**src/rtl/fetch_queue.sv**
```systemverilog
// Instruction-fetch stage around the PC register: issues one instruction
// memory request at a time, buffers returned words in a small FIFO for
// decode, and computes the NextPC value fed back to the PC register.
//
// state    | meaning
// ---------+-----------------------------------------------
// ST_IDLE  | no request outstanding
// ST_WAIT  | request outstanding, response will be queued
// ST_DRAIN | request outstanding, response will be dropped
module fetch_queue #(
    parameter int          DEPTH    = 2,
    parameter logic [31:0] RESET_PC = 32'h0000_0000
) (
    input  logic        clk,
    input  logic        rst_n,
    input  logic [31:0] PC,
    output logic [31:0] NextPC,
    output logic        imem_req,
    output logic [31:0] imem_addr,
    input  logic        imem_ack,
    input  logic [31:0] imem_rdata,
    input  logic        redirect,
    input  logic [31:0] redirect_target,
    output logic        instr_valid,
    output logic [31:0] instr,
    output logic [31:0] instr_pc,
    input  logic        instr_ready
);

    localparam int PW = (DEPTH > 1) ? $clog2(DEPTH) : 1;
    localparam int CW = PW + 1;

    localparam logic [1:0] ST_IDLE  = 2'd0;
    localparam logic [1:0] ST_WAIT  = 2'd1;
    localparam logic [1:0] ST_DRAIN = 2'd2;

    logic [1:0]    state_q, state_d;
    logic [CW-1:0] count_q, count_d;
    logic [PW-1:0] wr_ptr_q, wr_ptr_d;
    logic [PW-1:0] rd_ptr_q, rd_ptr_d;
    logic [31:0]   req_addr_q, req_addr_d;
    logic [31:0]   q_instr_q [DEPTH];
    logic [31:0]   q_pc_q    [DEPTH];

    logic push;
    logic pop;
    logic flush;

    assign imem_req    = (state_q != ST_IDLE);
    assign imem_addr   = req_addr_q;
    assign instr_valid = (count_q != '0);
    assign instr       = instr_valid ? q_instr_q[rd_ptr_q] : 32'h0;
    assign instr_pc    = instr_valid ? q_pc_q[rd_ptr_q]    : 32'h0;

    // Request FSM: at most one request in flight, issued only when the queue has room
    always_comb begin
        state_d    = state_q;
        req_addr_d = req_addr_q;
        push       = 1'b0;
        flush      = 1'b0;
        case (state_q)
            ST_IDLE: begin
                if (redirect) begin
                    flush = 1'b1;
                end else if (count_q < CW'(DEPTH)) begin
                    req_addr_d = PC;
                    state_d    = ST_WAIT;
                end
            end
            ST_WAIT: begin
                // Redirect wins over a same-cycle ack; the fetched word is stale.
                if (redirect) begin
                    flush   = 1'b1;
                    state_d = imem_ack ? ST_IDLE : ST_DRAIN;
                end else if (imem_ack) begin
                    push    = 1'b1;
                    state_d = ST_IDLE;
                end
            end
            ST_DRAIN: begin
                if (imem_ack) begin
                    state_d = ST_IDLE;
                end
            end
            default: state_d = ST_IDLE;
        endcase
    end

    // Queue bookkeeping: flush clears everything and voids a same-cycle pop
    always_comb begin
        pop      = instr_valid && instr_ready && !flush;
        count_d  = count_q;
        wr_ptr_d = wr_ptr_q;
        rd_ptr_d = rd_ptr_q;
        if (flush) begin
            count_d  = '0;
            wr_ptr_d = '0;
            rd_ptr_d = '0;
        end else begin
            if (push) wr_ptr_d = wr_ptr_q + 1'b1;
            if (pop)  rd_ptr_d = rd_ptr_q + 1'b1;
            if (push && !pop)      count_d = count_q + 1'b1;
            else if (pop && !push) count_d = count_q - 1'b1;
        end
    end

    // NextPC: reset, then redirect, then sequential advance on an accepted ack
    always_comb begin
        if (!rst_n)
            NextPC = RESET_PC;
        else if (redirect)
            NextPC = {redirect_target[31:2], 2'b00};
        else if ((state_q == ST_WAIT) && imem_ack)
            NextPC = req_addr_q + 32'd4;
        else
            NextPC = PC;
    end

    // Control state and pointers
    always_ff @(posedge clk or negedge rst_n) begin
        if (!rst_n) begin
            state_q    <= ST_IDLE;
            count_q    <= '0;
            wr_ptr_q   <= '0;
            rd_ptr_q   <= '0;
            req_addr_q <= 32'h0;
        end else begin
            state_q    <= state_d;
            count_q    <= count_d;
            wr_ptr_q   <= wr_ptr_d;
            rd_ptr_q   <= rd_ptr_d;
            req_addr_q <= req_addr_d;
        end
    end

    // Queue storage, written at the tail on push
    always_ff @(posedge clk or negedge rst_n) begin
        if (!rst_n) begin
            for (int i = 0; i < DEPTH; i++) begin
                q_instr_q[i] <= 32'h0;
                q_pc_q[i]    <= 32'h0;
            end
        end else if (push) begin
            q_instr_q[wr_ptr_q] <= imem_rdata;
            q_pc_q[wr_ptr_q]    <= req_addr_q;
        end
    end

endmodule

```
**config.mk**
```make
export PLATFORM = sky130hd
export DESIGN_NAME = fetch_queue
export DESIGN_NICKNAME = d
export VERILOG_FILES = /design/src/rtl/fetch_queue.sv
export SDC_FILE = /design/constraint.sdc
export NUM_CORES = 1
export LEC_CHECK = 0
export ABC_CLOCK_PERIOD_IN_PS = 2400
export CAP_MARGIN = 40
export CORE_ASPECT_RATIO = 0.7
export CORE_MARGIN = 2
export CORE_UTILIZATION = 44
export DETAILED_ROUTE_END_ITERATION = 8
export PLACE_DENSITY = 0.74
export SKIP_LAST_GASP = 1
export SYNTH_ARGS = -nofsm -noshare
export SYNTH_HDL_FRONTEND = slang
export SYNTH_SLANG_ARGS = --single-unit
```
**constraint.sdc**
```tcl
create_clock -name clk -period 2.4 [get_ports clk]
set_input_delay 0.48 -clock clk [delete_from_list [all_inputs] [get_ports clk]]
set_output_delay 0.48 -clock clk [all_outputs]
set_load 0.01 [all_outputs]
```
==> impl_metrics.csv <==
group,metric,value,unit
power_and_ir_drop,comb_power_share,38.1,%
synthesis,postSynthCellCount,764,
global_route,met1_use_gr,37.29,%
sta,final-hold-violation-count,0,
power_and_ir_drop,p_leak,5.991,nW
worst_setup_path,start_kind,"flop",
global_route,groute.usage.overall,26.28,%
power_and_ir_drop,totalPowerFinal,11.64,mW
synthesis,post_synth_xor_area_fraction,2.855,%
worst_setup_path,critical-path-max-stage-delay,660,ps
global_route,grt.overflow.total,0,
power_and_ir_drop,power_density,895.0,mW/mm2
worst_setup_path,cells_along_the_critical_path,"nand4_1, or4_4, buf_6, xnor2_2, a221oi_2, nor2b_1, buf_2",
synthesis,netlist_area,0.008591,mm2
sta,fmax,0.3396,GHz
detailed_routing,drtIter0Drc,466,
sta,timing.final.setup_violations,24,
synthesis,main_combinational_cell_family_by_area_after_synthesis,"multiplexers",
die,floorplan.die_area,0.02068,mm2
placed_design,total_of_buffers_placed_on_input_and_output_ports,228,
global_route,number_of_global_route_vias_before_repair,7454,
clock_tree,clkTransAtPathRegs,70,ps
synthesis,synth_cell_types,49,
detailed_routing,ant_nets,0,
die,core,0.01902,mm2
power_and_ir_drop,p_switching,3.780,mW
die,chipHeight,120.9,um
synthesis,synth.yosys.seq_area_share,48.35,%
sta,finClkSkew,10.93,ps
worst_setup_path,worst_setup_path_end_kind,"output pin",
sta,worstMarginPinSlew,691.6,ps
global_route,use_met3,5.708,%
worst_setup_path,r2r-start,"state_q[1]",
synthesis,synth_simple_gate_area_share,12.16,%
cells_and_area,post-route-util,68.36,%
sta,period_share,122.7,%
global_route,antenna_violations_before_repair,2,
worst_setup_path,timing.critical_path.fanout_max,6,
clock_tree,h_tree_levels,4,
worst_setup_path,worstPathBufferInverterCount,2,
detailed_routing,route.vias.total,7205,
clock_tree,cts_root_buffer,"clkbuf_16",
worst_setup_path,worst_path_dominant_cell_family,"simple AND/OR/NAND/NOR gates",
synthesis,edff_count_synth,0,
sta,relative_slew_margins,53.89,%
placed_design,place_inst,1304,
worst_setup_path,critical_path_class,"flop to output pin",
cells_and_area,drive_above_1_share,37.44,%
worst_setup_path,critical_r2r_capture,"q_instr_q[56]",
placed_design,gp_congestion,0.8496,
die,initial_utilization,45.16,%
cells_and_area,most_common_cell_after_layout_fill_and_taps_aside,"dfrtp_1",
cells_and_area,final_nets,1184,
die,top_level_ports,231,
detailed_routing,number_of_remaining_drc_errors,0,
global_route,first_pass_grt_wire_length,41.54,mm
synthesis,synth-seq-cells,166,
power_and_ir_drop,vdd_drop_max,401.7,uV
global_route,grt_max_degree,56,
sta,finalCriticalPeriod,2945,ps
clock_tree,cts.path.max_buffers,2,
power_and_ir_drop,share_seq_of_total_power,37.0,%
synthesis,post_synthesis_mux_area_share,27.88,%
synthesis,synthFlopType,"dfrtp_1",
clock_tree,tritoncts,"yes",
cells_and_area,syn_to_final_growth,51.37,%
cells_and_area,layout.cells.most_common_list,"161 x dfrtp_1, 154 x mux2_2, 128 x clkdlybuf4s50_1",
detailed_routing,wl,26.43,mm
sta,fin_ws,-545.0,ps
worst_hold_path,timing.hold.worst.class,"input pin to async pin",
die,die_x,171.0,um
worst_setup_path,critical_path_cell_count,7,
sta,slew_violations,0,
detailed_routing,wl_per_cell,19.44,um
worst_setup_path,critPathRequiredTime,1920,ps
clock_tree,numCtsBuffers,17,
global_route,use_met2,41.73,%
synthesis,synth_compound_gate_area_share,5.622,%
worst_setup_path,crit_start,"imem_addr[6]",
global_route,gr-max-usage-layer,"met2",
clock_tree,worst_skew_pair.late_latency,420,ps
status,run_status,"finished, violations left",
sta,grt_setup_unrepaired,"yes",
power_and_ir_drop,power_report.internal_total,7.858,mW
detailed_routing,drt_first_pass_iters,4,
synthesis,mappedNetlistNets,866,
worst_setup_path,reg2reg_slack,250,ps
die,rows,42,
power_and_ir_drop,power_frac_clock,24.9,%
worst_setup_path,depth_of_the_worst_register_to_register_path,7,
clock_tree,clock_sinks,166,
synthesis,synth_fa_ha_area_share,0.1456,%
worst_setup_path,worst_path_arrival,2460,ps
placed_design,dp_hpwl,17.83,mm
status,violations,"setup timing",
worst_setup_path,worstSetupEndpoint,"NextPC[16]",
synthesis,ys_async_sr_fraction,100.0,%
power_and_ir_drop,netSwitchingFraction,32.48,%
detailed_routing,avgViaCountPerCell,5.298,
worst_setup_path,critical-path-slowest-cell,"or4_4",
synthesis,avgSynthCellArea,11.24,um2
job,max_cap_viol_count,0,
cells_and_area,post_layout_nonfiller_instances,1360,
synthesis,synth-warning-count,0,
## worst min path at each step
| stage | end | slack (ps) | cells after the start | start |
|---|---|---|---|---|
| 2_1_floorplan | count_q[0] | 180 | 0 | rst_n |
| 3_3_place_gp | q_pc_q[18] | 330 | 1 | rst_n |
| 3_5_place_dp | q_pc_q[18] | 340 | 1 | rst_n |
| 4_1_cts | q_pc_q[51] | 80 | 2 | rst_n |
| 5_1_grt | q_pc_q[49] | 90 | 2 | rst_n |
| 6_report | q_pc_q[19] | 100 | 2 | rst_n |
## cells by family (layout without fill, tap and decap cells)
| kind of cell | after synthesis | after routing |
|---|---|---|
| fa+ha+maj | 1 | 1 |
| simple gates | 216 | 216 |
| other cells | 0 | 1 |
| flops | 166 | 166 |
| compound gates | 72 | 72 |
| buf+inv | 61 | 392 |
| mux | 220 | 220 |
| xor+xnor | 28 | 28 |
## through the flow
| stage | instance area (um2) | setup TNS, ps | hold WS [ps] | worst slack, ps |
|---|---|---|---|---|
| finish | 13000 | -9829 | 100.1 | -545.0 |
| floorplan | 8622 | -187.4 | 184.4 | -73.92 |
| global placement | 11990 | -37670 | 334.3 | -583.8 |
| global route | 13000 | -12680 | 88.67 | -629.1 |
| detailed placement | 11990 | -45850 | 336.8 | -629.4 |
| CTS | 13000 | -9185 | 78.60 | -526.2 |
## cell type report
class / count / area, um2
inverter: 5 / 18.77
clock buffer: 18 / 439.2
tap: 264 / 330.3
sequential: 166 / 4163
clock inverter: 14 / 187.7
timing repair buffer: 355 / 3326
fill: 1507 / 6020
multi-input combinational: 537 / 4537
antenna: 1 / 2.502
## per-layer routing
layer / share of wire [%] / wire length [um]
met1: 46 / 12100
met2: 47 / 12380
met3: 6.2 / 1637
met4: 1.1 / 298
met5: 0.042 / 11
## state kept, by name, indices dropped and copies added (netlist names)
signal	flops
q_pc_q	64
count_q	2
imem_addr	32
q_instr_q	64
wr_ptr_q	1
state_q	2
rd_ptr_q	1
## synth_stat cells, types with 7 or more instances
| cell | instances | share of area [%] |
|---|---|---|
| nand2_1 | 45 | 2.0 |
| dfrtp_1 | 166 | 48 |
| mux2_2 | 154 | 20 |
| o21ai_0 | 23 | 1.3 |
| mux2i_1 | 66 | 7.7 |
| o311ai_0 | 7 | 0.71 |
| xnor2_1 | 12 | 1.2 |
| nor2b_1 | 10 | 0.73 |
| clkbuf_1 | 35 | 1.5 |
| nand3_1 | 14 | 0.82 |
| nand2b_1 | 14 | 1.0 |
| xor2_1 | 16 | 1.6 |
| nand4_1 | 8 | 0.58 |
| nor2_1 | 88 | 3.8 |
| buf_2 | 13 | 0.76 |
| a21oi_1 | 16 | 0.93 |
## repair_timing
item | 4_1_cts | 5_1_grt
pin swaps | 71 | 28
cloned | 3 | 0
setup endpoints to repair | 97 | 63
resized for setup | 259 | 46
setup buffers | 21 | 8
endpoints found under the hold margin | 1 | 0
hold buffers | 1 | 0
## power by group through the flow
stage	registers, mW	logic (mW)	clock network [mW]
after floorplan	4.30	2.20	0
after global placement	4.27	4.24	0
after detailed placement	4.33	4.32	0
after CTS	4.30	4.48	2.93
after global routing	4.42	4.80	3.06
final	4.31	4.44	2.89
Power figures use the tool's default switching activity.
